<file path="src/rtl/flash_test_seq_if.sv">
// -----------------------------------------------------------------------------
// flash_test_seq_if
//   Command/completion bus between the flash test sequencer and the SPI flash
//   driver. The sequencer (master) presents one command at a time and holds it
//   until the driver (slave) pulses W_done_sig.
//
//   R_cmd_type   [4:0]        command class, 0 = no command
//   R_flash_cmd  [7:0]        flash opcode
//   R_flash_addr [ADDR_W-1:0] flash address
//   R_test_vec   [7:0]        byte to program
//   W_done_sig                driver completion pulse for the current command
//   W_read_data  [7:0]        byte returned by the driver, valid with W_done_sig
// -----------------------------------------------------------------------------
interface flash_test_seq_if #(
  parameter int ADDR_W = 24
);
  logic [4:0]        R_cmd_type;
  logic [7:0]        R_flash_cmd;
  logic [ADDR_W-1:0] R_flash_addr;
  logic [7:0]        R_test_vec;
  logic              W_done_sig;
  logic [7:0]        W_read_data;

  modport master (
    output R_cmd_type, R_flash_cmd, R_flash_addr, R_test_vec,
    input  W_done_sig, W_read_data
  );

  modport slave (
    input  R_cmd_type, R_flash_cmd, R_flash_addr, R_test_vec,
    output W_done_sig, W_read_data
  );
endinterface

</file>
<file path="src/rtl/flash_test_seq.sv">
// -----------------------------------------------------------------------------
// flash_test_seq
//   Flash self-test sequencer. On I_start it programs NUM_BYTES bytes starting
//   at START_ADDR with a selected data pattern (WREN, one-byte program, status
//   poll per byte), then reads every byte back and counts mismatches.
//
//   Optional feature: define FLASH_SEQ_ERASE_EN to insert a sector erase
//   (WREN, D8 at START_ADDR, status poll) before the program loop.
//
// Ports
//   clk_25M        sole clock, rising edge
//   I_rst          synchronous active-high reset
//   I_start        one-cycle start pulse, honoured only when idle
//   I_pattern[1:0] 0: 0x00, 1: 0xFF, 2: addr[7:0], 3: ~addr[7:0]
//   bus            command bus to the flash driver (master side)
//   R_busy         high from accepted start until DONE is entered
//   R_done         one-cycle completion pulse
//   R_err_cnt      verify mismatches, saturating
//   R_timeout      sticky: a status poll ran out of POLL_MAX attempts
// -----------------------------------------------------------------------------
module flash_test_seq #(
  parameter int ADDR_W     = 24,
  parameter int START_ADDR = 0,
  parameter int NUM_BYTES  = 256,
  parameter int POLL_MAX   = 65535
) (
  input  logic             clk_25M,
  input  logic             I_rst,
  input  logic             I_start,
  input  logic [1:0]       I_pattern,
  flash_test_seq_if.master bus,
  output logic             R_busy,
  output logic             R_done,
  output logic [15:0]      R_err_cnt,
  output logic             R_timeout
);

  // Command classes and opcodes
  localparam logic [4:0] CT_WREN  = 5'b1_0001;
  localparam logic [4:0] CT_ERASE = 5'b1_0010;
  localparam logic [4:0] CT_RDSR  = 5'b1_0011;
  localparam logic [4:0] CT_READ  = 5'b1_0100;
  localparam logic [4:0] CT_PROG  = 5'b1_1000;

  localparam logic [7:0] OP_WREN  = 8'h06;
  localparam logic [7:0] OP_ERASE = 8'hD8;
  localparam logic [7:0] OP_RDSR  = 8'h05;
  localparam logic [7:0] OP_READ  = 8'h03;
  localparam logic [7:0] OP_PROG  = 8'h32;

  localparam logic [ADDR_W-1:0] FIRST_ADDR = ADDR_W'(START_ADDR);
  localparam logic [ADDR_W-1:0] LAST_ADDR  = ADDR_W'(START_ADDR + NUM_BYTES - 1);
  localparam logic [31:0]       POLL_LAST  = 32'(POLL_MAX - 1);

`ifdef FLASH_SEQ_ERASE_EN
  typedef enum logic [2:0] {
    S_IDLE, S_WREN, S_ERASE, S_PROG, S_POLL, S_READ, S_DONE
  } state_t;
`else
  typedef enum logic [2:0] {
    S_IDLE, S_WREN, S_PROG, S_POLL, S_READ, S_DONE
  } state_t;
`endif

  state_t            state, state_d;
  logic              gap;          // idle cycle after every completed command
  logic [1:0]        pat_q;
  logic [ADDR_W-1:0] addr_cnt;
  logic [31:0]       poll_cnt;     // busy status replies seen in this wait
  logic              erase_pend;   // erase still ahead of the program loop

  logic [4:0]        cmd_type;
  logic [7:0]        flash_cmd;
  logic [ADDR_W-1:0] flash_addr;
  logic [7:0]        test_vec;
  logic [7:0]        exp_byte;
  logic              acc;
  logic              start_acc;
  logic              rd_busy;
  logic              addr_last;
  logic              poll_last;

  // Pattern byte for the current counter address
  always_comb begin
    exp_byte = 8'h00;
    case (pat_q)
      2'd0:    exp_byte = 8'h00;
      2'd1:    exp_byte = 8'hFF;
      2'd2:    exp_byte = addr_cnt[7:0];
      default: exp_byte = ~addr_cnt[7:0];
    endcase
  end

  // Command outputs: decoded from state, forced to zero during the gap cycle
  always_comb begin
    cmd_type   = 5'd0;
    flash_cmd  = 8'h00;
    flash_addr = '0;
    test_vec   = 8'h00;
    if (!gap) begin
      case (state)
        S_WREN: begin
          cmd_type  = CT_WREN;
          flash_cmd = OP_WREN;
        end
`ifdef FLASH_SEQ_ERASE_EN
        S_ERASE: begin
          cmd_type   = CT_ERASE;
          flash_cmd  = OP_ERASE;
          flash_addr = FIRST_ADDR;
        end
`endif
        S_PROG: begin
          cmd_type   = CT_PROG;
          flash_cmd  = OP_PROG;
          flash_addr = addr_cnt;
          test_vec   = exp_byte;
        end
        S_POLL: begin
          cmd_type  = CT_RDSR;
          flash_cmd = OP_RDSR;
        end
        S_READ: begin
          cmd_type   = CT_READ;
          flash_cmd  = OP_READ;
          flash_addr = addr_cnt;
        end
        default: ;
      endcase
    end
  end

  assign bus.R_cmd_type   = cmd_type;
  assign bus.R_flash_cmd  = flash_cmd;
  assign bus.R_flash_addr = flash_addr;
  assign bus.R_test_vec   = test_vec;

  // A done pulse only counts while a command is actually presented
  assign acc       = (cmd_type != 5'd0) && bus.W_done_sig;
  assign start_acc = (state == S_IDLE) && I_start;
  assign rd_busy   = bus.W_read_data[0];
  assign addr_last = (addr_cnt == LAST_ADDR);
  assign poll_last = (poll_cnt == POLL_LAST);

  assign R_busy = (state != S_IDLE) && (state != S_DONE);
  assign R_done = (state == S_DONE);

  // State register
  always_ff @(posedge clk_25M) begin
    if (I_rst) state <= S_IDLE;
    else       state <= state_d;
  end

  // Next-state logic
  always_comb begin
    state_d = state;
    case (state)
      S_IDLE: if (I_start) state_d = S_WREN;
      S_WREN: begin
        if (acc) begin
`ifdef FLASH_SEQ_ERASE_EN
          state_d = erase_pend ? S_ERASE : S_PROG;
`else
          state_d = S_PROG;
`endif
        end
      end
`ifdef FLASH_SEQ_ERASE_EN
      S_ERASE: if (acc) state_d = S_POLL;
`endif
      S_PROG: if (acc) state_d = S_POLL;
      S_POLL: begin
        if (acc) begin
          if (rd_busy) begin
            // stay and reissue RDSR after the gap, unless out of attempts
            if (poll_last) state_d = S_DONE;
          end else if (erase_pend) begin
            state_d = S_WREN;
          end else if (addr_last) begin
            state_d = S_READ;
          end else begin
            state_d = S_WREN;
          end
        end
      end
      S_READ: if (acc && addr_last) state_d = S_DONE;
      S_DONE: state_d = S_IDLE;
      default: state_d = S_IDLE;
    endcase
  end

  // Datapath: address counter, poll counter, error count, sticky timeout
  always_ff @(posedge clk_25M) begin
    if (I_rst) begin
      gap       <= 1'b0;
      pat_q     <= 2'd0;
      addr_cnt  <= '0;
      poll_cnt  <= '0;
      R_err_cnt <= 16'd0;
      R_timeout <= 1'b0;
    end else begin
      gap <= acc;

      if (start_acc) begin
        pat_q     <= I_pattern;
        addr_cnt  <= FIRST_ADDR;
        R_err_cnt <= 16'd0;
        R_timeout <= 1'b0;
      end

      if (state != S_POLL)
        poll_cnt <= '0;
      else if (acc && rd_busy)
        poll_cnt <= poll_cnt + 32'd1;

      if ((state == S_POLL) && acc && rd_busy && poll_last)
        R_timeout <= 1'b1;

      // Program wait finished: advance, or rewind for the verify pass
      if ((state == S_POLL) && acc && !rd_busy && !erase_pend)
        addr_cnt <= addr_last ? FIRST_ADDR : addr_cnt + ADDR_W'(1);

      if ((state == S_READ) && acc) begin
        if (!addr_last)
          addr_cnt <= addr_cnt + ADDR_W'(1);
        if ((bus.W_read_data != exp_byte) && (R_err_cnt != 16'hFFFF))
          R_err_cnt <= R_err_cnt + 16'd1;
      end
    end
  end

`ifdef FLASH_SEQ_ERASE_EN
  always_ff @(posedge clk_25M) begin
    if (I_rst)
      erase_pend <= 1'b0;
    else if (start_acc)
      erase_pend <= 1'b1;
    else if ((state == S_POLL) && acc && !rd_busy)
      erase_pend <= 1'b0;
  end
`else
  assign erase_pend = 1'b0;
`endif

endmodule

</file>
<file path="src/flat_wrapper.sv">
// flat-port wrapper written by rule: the top's interface ports become plain ports
module flash_test_seq_flat 
#(
  parameter int ADDR_W     = 24,
  parameter int START_ADDR = 0,
  parameter int NUM_BYTES  = 256,
  parameter int POLL_MAX   = 65535
)
  (clk_25M, I_rst, I_start, I_pattern, R_busy, R_done, R_err_cnt, R_timeout, bus_R_cmd_type, bus_R_flash_cmd, bus_R_flash_addr, bus_R_test_vec, bus_W_done_sig, bus_W_read_data);
  flash_test_seq_if #(.ADDR_W(ADDR_W)) bus_i ();
  input  logic clk_25M;
  input  logic I_rst;
  input  logic I_start;
  input  logic [1:0] I_pattern;
  output logic R_busy;
  output logic R_done;
  output logic [15:0] R_err_cnt;
  output logic R_timeout;
  output wire logic [$bits(bus_i.R_cmd_type)-1:0] bus_R_cmd_type;
  output wire logic [$bits(bus_i.R_flash_cmd)-1:0] bus_R_flash_cmd;
  output wire logic [$bits(bus_i.R_flash_addr)-1:0] bus_R_flash_addr;
  output wire logic [$bits(bus_i.R_test_vec)-1:0] bus_R_test_vec;
  input wire logic [$bits(bus_i.W_done_sig)-1:0] bus_W_done_sig;
  input wire logic [$bits(bus_i.W_read_data)-1:0] bus_W_read_data;
  assign bus_R_cmd_type = bus_i.R_cmd_type;
  assign bus_R_flash_cmd = bus_i.R_flash_cmd;
  assign bus_R_flash_addr = bus_i.R_flash_addr;
  assign bus_R_test_vec = bus_i.R_test_vec;
  assign bus_i.W_done_sig = bus_W_done_sig;
  assign bus_i.W_read_data = bus_W_read_data;
  flash_test_seq #(.ADDR_W(ADDR_W), .START_ADDR(START_ADDR), .NUM_BYTES(NUM_BYTES), .POLL_MAX(POLL_MAX)) u_core (.clk_25M(clk_25M), .I_rst(I_rst), .I_start(I_start), .I_pattern(I_pattern), .bus(bus_i), .R_busy(R_busy), .R_done(R_done), .R_err_cnt(R_err_cnt), .R_timeout(R_timeout));
endmodule
</file>
<file path="config.mk">
export PLATFORM = sky130hd
export DESIGN_NAME = flash_test_seq_flat
export DESIGN_NICKNAME = d
export VERILOG_FILES = /design/src/rtl/flash_test_seq_if.sv /design/src/rtl/flash_test_seq.sv /design/src/flat_wrapper.sv
export SDC_FILE = /design/constraint.sdc
export NUM_CORES = 1
export LEC_CHECK = 0
export CAP_MARGIN = 25
export CORE_UTILIZATION = 35
export CTS_BUF_LIST = sky130_fd_sc_hd__clkbuf_8
export CTS_CLUSTER_SIZE = 30
export DETAILED_ROUTE_END_ITERATION = 7
export GPL_TIMING_DRIVEN = 0
export REMOVE_ABC_BUFFERS = 1
export SLEW_MARGIN = 15
export SYNTH_ARGS = -nofsm -noshare
export SYNTH_HDL_FRONTEND = slang
export SYNTH_SLANG_ARGS = --single-unit
</file>
<file path="constraint.sdc">
create_clock -name clk_25M -period 2.6 [get_ports clk_25M]
set_input_delay 0.39 -clock clk_25M [delete_from_list [all_inputs] [get_ports clk_25M]]
set_output_delay 0.39 -clock clk_25M [all_outputs]
set_load 0.01 [all_outputs]
</file>
# ---- After elaboration in Yosys (flattened, before gate mapping)
# Index checks and enable logic that the tools add are counted.
dict set report classes {
  n_addsub 3
  n_eq_ne 19
  mux 28
  bitwise_logic 1
  reduce_logical 20
}
# op count
set ops {}
lappend ops {{24-bit 2-to-1 mux} 7}
lappend ops {{16-bit 2-to-1 mux} 3}
lappend ops {{32-bit by 1-bit adder with 32-bit output (second input constant)} 1}
lappend ops {{32-bit by 16-bit equality test with 1-bit output (second input constant)} 1}
lappend ops {{24-bit by 1-bit adder with 24-bit output (second input constant)} 1}
lappend ops {{24-bit by 8-bit equality test with 1-bit output (second input constant)} 1}
lappend ops {{3-bit 2-to-1 mux} 8}
lappend ops {{8-bit 2-to-1 mux} 3}
lappend ops {{6-bit case mux with 4 select lines} 1}
lappend ops {{8-bit case mux with 3 select lines} 1}
lappend ops {{5-bit case mux with 4 select lines} 1}
lappend ops {{16-bit by 1-bit adder with 16-bit output (second input constant)} 1}
lappend ops {{16-bit != test (second input constant)} 1}
lappend ops {{3-bit case mux with 5 select lines} 1}
lappend ops {{1-bit logical AND} 11}
lappend ops {{2-bit by 1-bit != test with 1-bit output (second input constant)} 4}
lappend ops {{8-bit != test} 1}
lappend ops {{8-bit inverter} 1}
lappend ops {{3-bit by 2-bit equality test with 1-bit output (second input constant)} 2}
lappend ops {{3-bit equality test (second input constant)} 2}
lappend ops {{3-bit by 2-bit != test with 1-bit output (second input constant)} 2}
lappend ops {{6-bit AND reduction} 1}
lappend ops {{5-bit 2-to-1 mux} 1}
lappend ops {{5-bit nonzero test} 1}
lappend ops {{other kinds (12)} 14}
dict set report totals {
  reg_bits 79
  out_inout_bits 64
  elab_cells 78
}

# ---- Logic depth before layout (Yosys ltp)
# Gate-level depths: netlist of run 1.
dict set report logic_depth {
  word_depth 10
  depth_mapped 9
}

# ---- Worst setup path after synthesis of run 1
# No wires, ideal clock.
dict set report synth_timing {
  path_type {reg-to-output}
  start {register u_core.state[0]}
  end {output bus_R_flash_addr[10]}
  arrival_ps 1986
  required_ps 2210
  slack_ps 224
  stages_incl_launch_ff 8
  n_path_buf 3
  path_cell_list {dfxtp_1 -> clkbuf_1 -> or4b_2 -> buf_2 -> inv_1 -> nor2_1 -> clkbuf_1 -> nor2b_1}
}
dict set report synth_via {
  elab_chain_cells 4
  word_cells_on_any_way 5
}
# item line_no
set synth_rtl {}
lappend synth_rtl {{start, declared} flash_test_seq.sv:65} ;# state_t state, state_d;
lappend synth_rtl {{start signal, assigned} flash_test_seq.sv:151} ;# else state <= state_d;
lappend synth_rtl {{3-bit by 2-bit equality test with 1-bit output or 3-bit equality test (tied branches)} flash_test_seq.sv:101} ;# case (state)
lappend synth_rtl {{2-bit OR reduction (no source line) *} --}
lappend synth_rtl {{24-bit 2-to-1 mux *} flash_test_seq.sv:101}
lappend synth_rtl {{24-bit 2-to-1 mux *} flash_test_seq.sv:100} ;# if (!gap) begin
lappend synth_rtl {{end, declared} flat_wrapper.sv:21} ;# output wire logic [$bits(bus_i.R_flash_addr)-1:0] bus_R_flash_addr;
# Every way passes the cells marked *; elsewhere a longest branch is shown, timed or not.

# ---- Final worst setup path of run 1
dict set report layout_timing {
  start {register u_core.state[0]}
  end {output bus_R_flash_addr[1]}
}
# The elaborated chain is that of the path after synthesis.

==> impl_metrics.yaml, run 1 <==
outcome:
  run_status: "complete, no violations"
clock_tree:
  cts_inserted_buffers: 9
  clock_latency_ns: 0.37
  htree_levels: 3
  max-clock-path-buffers: 2
  cts_tree: "done"
  clock_net_sink_count: 79
  clock_slew_at_reported_path_ffs_ns: 0.08
  clockRootBuffer: "sky130_fd_sc_hd__clkbuf_8"
  cts_hold_repair.buffers: 0
finish:
  finish.instance_area_sq_mm: 0.00613
  antenna_cells: 0
  layoutNonFillerInstCount: 889
  nNetsFinal: 722
  drive_gt1_share_pct: 10.6
  utilization_pct: 43.8
  synthToLayoutAreaGrowth_pct: 21.2
  fillCellCount: 1406
synth:
  synth_edf_count: 0
  synth_area_leaders: "sky130_fd_sc_hd__dfxtp_1 31%, sky130_fd_sc_hd__nor2_1 5.4%, sky130_fd_sc_hd__nand2_1 4.7%, sky130_fd_sc_hd__nor2b_1 4.3%, sky130_fd_sc_hd__xor2_1 4.3%"
  syn-mean-instance-area_sq_um: 7.77
  synth_seq_area_share_pct: 31.2
  ys_ff_latch: 79
  post_synth_inst_count: 651
  postSynth.asyncResetShare_pct: 0
  synth_most_common_cell: "sky130_fd_sc_hd__dfxtp_1"
  synth_top_cell_by_area: "sky130_fd_sc_hd__dfxtp_1"
  synthesis.yosys.warnings: 0
  synthDistinctLibCells: 70
  synth.cell_area_sq_mm: 0.00506
  yosys_most_used_dff: "sky130_fd_sc_hd__dfxtp_1"
  synth.cells.most_frequent: "79 x sky130_fd_sc_hd__dfxtp_1, 73 x sky130_fd_sc_hd__nor2_1, 63 x sky130_fd_sc_hd__nand2_1"
  synthDominantCellAreaShare_pct: 31.2
power:
  ir_worst_vdd_v: 0.000261
  p_total_mw: 3.14
  power.leakage_nw: 2.02
  pwr_density_cell_mw_per_mm2: 512
sta:
  rsz0062_at_grt: "no"
  period_share_pct: 96.7
  maxSlewHeadroom_pct: 47.8
  timing_max_transition_violations_final: 0
  finalSetupViolCount: 0
  timing.clock.skew_ns: 0.0130
  period_minus_slack_ns: 2.51
  finalSetupTns_ns: 0
  clock.fmax_ghz: 0.398
  hold_violations: 0
  worst_slew_pin_slew_ns: 0.781
  worst_hold_slack_ns: 0.337
  setup_ws_ns: 0.0851
global_routing:
  antenna_violations_before_repair: 0
  grtUsageTotal_pct: 18.5
  grt_pass1_vias: 4475
  grt_start_max_net_pins: 39
  globalRouteOverflowTotal: 0
  grt_first_pass_wirelength_um: 22200
run:
  max-cap-violations: 0
die:
  initial_standard_cell_utilization_of_the_core_pct: 36.2
  core_area_sq_mm: 0.0140
  boundaryPins: 78
  dieArea_sq_mm: 0.0149
  rows: 43
  fp.dieW_um: 122
  die_h_um: 122
setup_path:
  worst-endpoint-required_ns: 2.21
  worstPathArrival_ns: 2.12
  type_of_destination_of_the_critical_path: "output pin"
  setup.worst_path.start_class: "flop"
  critical_path_peak_fanout: 14
  worstSetupPathType: "reg2out"
placement:
  place_inst: 861
  dp.final_hpwl_um: 8930
  dp_worst_setup_slack_ns: -0.777
  placed_cell_area_sq_mm: 0.00581
  gpl.final_weighted_congestion: 0.772
  numPortBuffers: 74
drt:
  detailedRoute.firstPassIterationCount: 5
  detail_route.vias_per_cell: 5.47
  wl_um: 13500
  vias: 4862
  drtAntennaViolNets: 0
  post_drt_wl_per_cell_um: 15.2
  post-route-drc-count: 0
  drt_iter0_drc: 342
worst_hold_path:
  hold_path.class: "in2reg"
-- cell usage in the layout (no fill, tap or decap), types with 16 or more instances in the layout --
master	count
sky130_fd_sc_hd__nand3_1	29
sky130_fd_sc_hd__a21oi_1	29
sky130_fd_sc_hd__dlygate4sd2_1	21
sky130_fd_sc_hd__xor2_1	25
sky130_fd_sc_hd__nand4_1	20
sky130_fd_sc_hd__clkdlybuf4s50_1	50
sky130_fd_sc_hd__nor2_1	71
sky130_fd_sc_hd__dfxtp_1	74
sky130_fd_sc_hd__nand2_1	63
sky130_fd_sc_hd__o21ai_0	21
sky130_fd_sc_hd__nor2b_1	35
sky130_fd_sc_hd__inv_1	16
sky130_fd_sc_hd__nor3_1	22
-- power breakdown --
group          switching, mW  internal [mW]  total [mW]
clock network          0.507          0.453       0.960
logic                  0.474          0.371       0.845
registers             0.0915           1.24        1.34
-- path summary, 6_finish.rpt --
kind	from	to	slack (ns)	depth (start not counted)
setup / recovery	u_core.state[0]	bus_R_flash_addr[1]	0.09	5
hold / removal	I_rst	u_core.addr_cnt[21]	0.34	2
setup reg to reg	u_core.addr_cnt[7]	u_core.R_err_cnt[14]	0.19	7
hold reg to reg	u_core.poll_cnt[31]	u_core.poll_cnt[31]	0.47	2
-- what timing repair did --
item | 4_1_cts | 5_1_grt
setup endpoints to repair | 59 | 36
pin swaps | 2 | 1
resized for setup | 31 | 8
cloned | 1 | 1
setup buffers | 3 | 7
-- critical path: stages, from the launching register on --
cell,delay (ns)
sky130_fd_sc_hd__dfxtp_4,0.39
sky130_fd_sc_hd__or3b_4,0.48
sky130_fd_sc_hd__nor2_2,0.15
sky130_fd_sc_hd__nor2_2,0.09
sky130_fd_sc_hd__nor2b_1,0.12
sky130_fd_sc_hd__clkdlybuf4s50_1,0.54
-- state kept, by name (all words and copies together), names as in the netlist --
register / cells
u_core.pat_q: 2
u_core.R_timeout: 1
u_core.poll_cnt: 32
u_core.R_err_cnt: 16
u_core.addr_cnt: 24
u_core.state: 3
u_core.gap: 1
-- layout make-up --
type | count | area (sq um) | area share [%]
tap | 180 | 225 | 3.67
clock inverter | 7 | 80.1 | 1.31
sequential | 79 | 1600 | 26.0
inverter | 17 | 63.8 | 1.04
multi-input combinational | 510 | 3220 | 52.5
clock buffer | 9 | 124 | 2.02
timing repair buffer | 87 | 826 | 13.5
-- routing by layer --
| metal | GRT usage, % | share of wire, % |
|---|---|---|
| met1 | 25.0 | 48 |
| met2 | 30.1 | 48 |
| met3 | 3.25 | 3.6 |
| met4 | 4.95 | 0.73 |
| met5 | 0 | 0 |
-- cell families after synthesis --
family                     synth area share (%)
and+or+nand+nor                            34.9
AOI/OAI and AO/OA                          17.4
DFF                                        31.2
buffers and inverters                      6.28
xor gates and xnor gates                   6.75
muxes                                      2.37
adders and majority gates                 0.989
other                                    0.0741
(Power assumes the default switching activity.)
==> inputs of run 2 (changes only) <==
--- a/config.mk
+++ b/config.mk
@@ -12,7 +12,6 @@
 export DETAILED_ROUTE_END_ITERATION = 7
 export GPL_TIMING_DRIVEN = 0
 export REMOVE_ABC_BUFFERS = 1
-export SLEW_MARGIN = 15
 export SYNTH_ARGS = -nofsm -noshare
 export SYNTH_HDL_FRONTEND = slang
 export SYNTH_SLANG_ARGS = --single-unit
==> impl_metrics.yaml, run 2 (same netlist as run 1, synthesis figures left out) <==
clock_tree:
  cts_hold_repair.buffers: 0
  max-clock-path-buffers: 2
  htree_levels: 3
  cts_inserted_buffers: 9
  clock_net_sink_count: 79
  clock_latency_ns: 0.36
  clockRootBuffer: "sky130_fd_sc_hd__clkbuf_8"
  cts_tree: "done"
  clock_slew_at_reported_path_ffs_ns: 0.07
finish:
  registers.top_by_ff_count: "u_core.poll_cnt"
  layout_common_cells: "74 x sky130_fd_sc_hd__dfxtp_1, 71 x sky130_fd_sc_hd__nor2_1, 63 x sky130_fd_sc_hd__nand2_1"
  drive_gt1_share_pct: 10.6
  top_regs: "u_core.poll_cnt (32), u_core.addr_cnt (24), u_core.R_err_cnt (16)"
  layoutNonFillerInstCount: 889
  layout.cells.most_common: "sky130_fd_sc_hd__dfxtp_1"
  nNetsFinal: 722
  largest_register_ffs: 32
  antenna_cells: 0
  synthToLayoutAreaGrowth_pct: 21.8
placement:
  dp_worst_setup_slack_ns: -0.744
  place_inst: 860
  numPortBuffers: 74
  gpl.final_weighted_congestion: 0.772
  dp.final_hpwl_um: 8960
run:
  max-cap-violations: 0
setup_path:
  reg2reg_slack_ns: 0.19
  setup.worst_path.start_class: "flop"
  crit-reg2reg-launch: "u_core.addr_cnt[7]"
  type_of_destination_of_the_critical_path: "output pin"
  worst-endpoint-required_ns: 2.21
  worstPathCellList: "or4b_4, buf_4, nor2_1, clkdlybuf4s50_1"
  critical_path_peak_fanout: 15
  worstPathArrival_ns: 2.15
  critical-path-slowest-cell: "sky130_fd_sc_hd__or4b_4"
  worst_r2r_endpoint: "u_core.R_err_cnt[11]"
  slowest_stage_delay_on_critical_path_ns: 0.56
  worstSetupPathType: "reg2out"
  rr_worst_depth: 7
  worst_setup_path_startpoint: "u_core.state[2]"
global_routing:
  grt_pass1_vias: 4465
  antenna_violations_before_repair: 0
  globalRouteOverflowTotal: 0
  grt_first_pass_wirelength_um: 22300
  grt_start_max_net_pins: 46
  grtUsageTotal_pct: 18.5
worst_hold_path:
  hold_path.class: "reg2reg"
  worst_hold_startpoint: "u_core.poll_cnt[31]"
  hold_end: "u_core.poll_cnt[31]"
  hold_path_depth: 2
sta:
  hold_violations: 0
  finalSetupViolCount: 0
  timing_max_transition_violations_final: 0
  clock.fmax_ghz: 0.393
  timing.clock.skew_ns: 0.0104
  period_minus_slack_ns: 2.54
  rsz0062_at_grt: "no"
  period_share_pct: 97.9
  setup_ws_ns: 0.0554
  worst_slew_pin_slew_ns: 0.885
  maxSlewHeadroom_pct: 41.0
drt:
  detailedRoute.firstPassIterationCount: 4
  post-route-drc-count: 0
  detail_route.vias_per_cell: 5.50
  wl_um: 13500
  drt_iter0_drc: 317
  drtAntennaViolNets: 0
  vias: 4889
  post_drt_wl_per_cell_um: 15.1
die:
  fp.dieW_um: 122
  boundaryPins: 78
  rows: 43
  die_h_um: 122
  core_area_sq_mm: 0.0140
  dieArea_sq_mm: 0.0149
  initial_standard_cell_utilization_of_the_core_pct: 36.2
power:
  power.leakage_nw: 2.06
  ir_worst_vdd_v: 0.000285
  pwr_density_cell_mw_per_mm2: 531
outcome:
  run_status: "complete, no violations"
[run 2: cell types whose count changed in the layout (fill, tap and decap cells not counted), sizes merged]
| cell | delta |
|---|---|
| bufinv | +1 |
| inv | -2 |
| clkinv | -1 |
| clkbuf | +3 |
| clkdlybuf4s50 | -1 |
| dlygate4sd2 | +1 |
| clkinvlp | -1 |
[run 2: stage by stage]
stage | power (mW) | hold WS, ns | TNS [ns] | util, % | instance area (sq um)
finish | 3.27 | 0.470 | 0 | 44.1 | 6170
global route | 3.43 | 0.498 | 0 | 44.1 | 6170
CTS | 3.26 | 0.473 | 0 | 43.4 | 6070
detailed placement | 2.14 | 0.463 | -20.07 | 41.5 | 5800
global placement | 2.10 | 0.460 | -45.10 | 41.3 | 5780
floorplan | 1.78 | 0.443 | 0 | - | 4810
[run 2: power breakdown]
| part | internal (mW) | switching [mW] |
|---|---|---|
| sequential | 1.24 | 0.0880 |
| combinational | 0.379 | 0.475 |
| clock | 0.621 | 0.470 |
| total | 2.24 | 1.03 |
[run 2: final cells by class]
cell class,instances,area (sq um)
repair buffers,87,818
multi-input cells,510,3220
fillers,1429,7820
inverters,17,63.8
well taps,180,225
clock inverters,4,76.3
clock buffers,12,165
flip-flops and latches,79,1590
[run 2: timing repair]
| action | in CTS | in global routing |
|---|---|---|
| gates cloned | 1 | 1 |
| pin swaps | 2 | 1 |
| setup endpoints to repair | 59 | 31 |
| setup buffers | 4 | 7 |
| resized for setup | 32 | 8 |
[run 2: how the worst max path moves through the flow]
| stage | to | slack, ns | depth (start not counted) |
|---|---|---|---|
| floorplan | u_core.R_err_cnt[10] | 0.12 | 6 |
| global placement | u_core.R_err_cnt[6] | -1.28 | 4 |
| detailed placement | u_core.R_err_cnt[6] | -0.74 | 6 |
| CTS | bus_R_test_vec[4] | 0.01 | 4 |
| global route | bus_R_test_vec[0] | 0.001 | 4 |
| finish | bus_R_test_vec[0] | 0.06 | 4 |
[run 2: worst max-delay path: cells and delay by family (launching register included)]
kind / cells / cell delay (ns)
and+or+nand+nor: 2 / 0.67
buffers and inverters: 2 / 0.73
DFF: 1 / 0.40
[run 2: layer usage]
| layer | part of all wire (%) | GRT usage, % |
|---|---|---|
| met1 | 48 | 25.0 |
| met2 | 48 | 30.4 |
| met3 | 3.6 | 3.30 |
| met4 | 0.87 | 3.96 |
| met5 | 0 | 0 |
==> inputs of run 3 (changes only) <==
--- a/config.mk
+++ b/config.mk
@@ -5,6 +5,7 @@
 export SDC_FILE = /design/constraint.sdc
 export NUM_CORES = 1
 export LEC_CHECK = 0
+export ABC_CLOCK_PERIOD_IN_PS = 3000
 export CAP_MARGIN = 25
 export CORE_UTILIZATION = 35
 export CTS_BUF_LIST = sky130_fd_sc_hd__clkbuf_8
==> constraint.sdc (replaced) <==
create_clock -name clk_25M -period 3 [get_ports clk_25M]
set_input_delay 0.45 -clock clk_25M [delete_from_list [all_inputs] [get_ports clk_25M]]
set_output_delay 0.45 -clock clk_25M [all_outputs]
set_load 0.01 [all_outputs]
==> impl_metrics.yaml, run 3 (same netlist as run 1, synthesis figures left out) <==
sta:
  rsz0062_at_grt: "no"
  finalSetupViolCount: 0
  worst_slew_pin_slew_ns: 0.869
  hold_violations: 0
  period_share_pct: 95.1
  timing.clock.skew_ns: 0.0119
  clock.fmax_ghz: 0.350
  maxSlewHeadroom_pct: 42.1
  worst_hold_slack_ns: 0.470
  period_minus_slack_ns: 2.85
  timing_max_transition_violations_final: 0
setup_path:
  critical-path-slowest-cell: "sky130_fd_sc_hd__or4b_4"
  worstPathArrival_ns: 2.40
  rr_worst_depth: 6
  setup.worst_path.start_class: "flop"
  worstSetupPathType: "reg2out"
  worstPathCellList: "or4b_4, inv_2, nor2_2, buf_8, nor2b_1, clkdlybuf4s50_1"
  cp.buffers_inverters: 3
  critical_path_peak_fanout: 22
  crit_cells: 6
  crit-reg2reg-launch: "u_core.addr_cnt[7]"
  slowest_stage_delay_on_critical_path_ns: 0.63
  worst-endpoint-required_ns: 2.55
  reg2reg_slack_ns: 0.45
  type_of_destination_of_the_critical_path: "output pin"
  worst_r2r_endpoint: "u_core.R_err_cnt[11]"
  cpLargestDelayFamily: "simple AND/OR/NAND/NOR gates"
placement:
  place_inst: 860
  dp.final_hpwl_um: 8960
  gpl.final_weighted_congestion: 0.772
  numPortBuffers: 74
power:
  pwr_density_cell_mw_per_mm2: 458
  seqPwrFrac_pct: 41.7
  p_switching_mw: 0.879
  internal-power_mw: 1.91
  ir_worst_vdd_v: 0.000246
  power.share.clock_pct: 33.9
  power.share.combinational_pct: 24.4
  swShare_pct: 31.5
  power.leakage_nw: 1.85
drt:
  drt_iter0_drc: 354
  wl_um: 13200
  post-route-drc-count: 0
  vias: 4834
  detail_route.vias_per_cell: 5.50
  drtAntennaViolNets: 0
  detailedRoute.firstPassIterationCount: 4
  post_drt_wl_per_cell_um: 15.1
finish:
  top_regs: "u_core.poll_cnt (32), u_core.addr_cnt (24), u_core.R_err_cnt (16)"
  layoutNonFillerInstCount: 879
  drive_gt1_share_pct: 8.44
  registers.top_by_ff_count: "u_core.poll_cnt"
  layout.cells.most_common: "sky130_fd_sc_hd__dfxtp_1"
  synthToLayoutAreaGrowth_pct: 20.1
  antenna_cells: 0
  layout_common_cells: "75 x sky130_fd_sc_hd__dfxtp_1, 73 x sky130_fd_sc_hd__clkdlybuf4s50_1, 72 x sky130_fd_sc_hd__nor2_1"
  nNetsFinal: 712
  largest_register_ffs: 32
die:
  rows: 43
  fp.dieW_um: 122
  initial_standard_cell_utilization_of_the_core_pct: 36.2
  die_h_um: 122
  boundaryPins: 78
  core_area_sq_mm: 0.0140
  dieArea_sq_mm: 0.0149
global_routing:
  grtUsageTotal_pct: 18.3
  grt_first_pass_wirelength_um: 22200
  globalRouteOverflowTotal: 0
  antenna_violations_before_repair: 0
  grt_start_max_net_pins: 46
  grt_pass1_vias: 4435
clock_tree:
  cts_inserted_buffers: 9
  clockRootBuffer: "sky130_fd_sc_hd__clkbuf_8"
  clock_slew_at_reported_path_ffs_ns: 0.07
  max-clock-path-buffers: 2
  htree_levels: 3
  cts_tree: "done"
  clock_net_sink_count: 79
  clock_latency_ns: 0.36
worst_hold_path:
  worst_hold_startpoint: "u_core.poll_cnt[31]"
  hold_path.class: "reg2reg"
  hold_path_depth: 2
  hold_end: "u_core.poll_cnt[31]"
outcome:
  run_status: "complete, no violations"
run:
  max-cap-violations: 0
-- run 3: cell count changes in the layout (fill, tap and decap cells not counted), moves of 2 or more --
cell,before,now
sky130_fd_sc_hd__dlymetal6s2s_1,2,0
sky130_fd_sc_hd__buf_4,12,3
sky130_fd_sc_hd__nor4_1,12,14
sky130_fd_sc_hd__dlygate4sd2_1,22,0
sky130_fd_sc_hd__clkdlybuf4s50_1,49,73
-- run 3: power by group through the flow --
stage	Clock, mW	Combinational, mW	Sequential [mW]
final	0.944	0.680	1.16
after global routing	1.01	0.750	1.17
after CTS	0.964	0.691	1.16
after detailed placement	0	0.678	1.18
after global placement	0	0.650	1.17
after floorplan	0	0.388	1.15
-- run 3: area by class of cell --
cell class	count	area, sq um
repair buffers	78	773
multi-input cells	509	3180
flip-flops and latches	79	1590
fillers	1439	7910
inverters	17	63.8
clock buffers	12	165
well taps	180	225
clock inverters	4	76.3
-- run 3: how the worst max path moves through the flow --
stage / end / from
3_3_place_gp: u_core.R_err_cnt[6] / I_rst
2_1_floorplan: bus_R_flash_addr[0] / u_core.state[1]
6_report: bus_R_flash_addr[0] / u_core.state[0]
3_5_place_dp: u_core.R_err_cnt[6] / bus_W_read_data[0]
5_1_grt: bus_R_flash_addr[18] / u_core.state[0]
4_1_cts: bus_R_flash_addr[0] / u_core.state[1]
-- run 3: metal layers --
layer | part of all wire (%) | track usage, % | vias up
li1 | - | - | 2420
met1 | 48 | 24.9 | 2319
met2 | 48 | 30.1 | 87
met3 | 3.2 | 3.35 | 8
met4 | 0.88 | 3.96 | 0
met5 | 0 | 0 | -
-- run 3: through the flow --
step	area [sq um]	utilization [%]	worst slack [ns]	setup TNS (ns)	power (mW)
after global placement	5780	41.3	-0.937	-18.90	1.82
after global routing	6080	43.5	0.00478	0	2.93
final	6080	43.5	0.146	0	2.79
after floorplan	4810	-	0.492	0	1.54
after detailed placement	5800	41.5	-0.394	-4.34	1.86
after CTS	6060	43.3	0.00501	0	2.81
-- run 3: worst register-to-register path: stages (launching register included) --
cell and delay [ns]:
sky130_fd_sc_hd__dfxtp_1 0.57, sky130_fd_sc_hd__nand2_1 0.16, sky130_fd_sc_hd__or2_2 0.30, sky130_fd_sc_hd__o221ai_1 0.40, sky130_fd_sc_hd__nand4_1 0.59, sky130_fd_sc_hd__nand4_1 0.26
sky130_fd_sc_hd__o221ai_1 0.14
-- run 3: timing repair --
| action | 4_1_cts | 5_1_grt |
|---|---|---|
| gates cloned | 1 | 0 |
| buffers inserted | 0 | 2 |
| resized for setup | 6 | 3 |
| setup endpoints to repair | 40 | 33 |
| hold buffers | 0 | 0 |
| pin swaps | 1 | 1 |
| hold endpoints to repair | 0 | 0 |
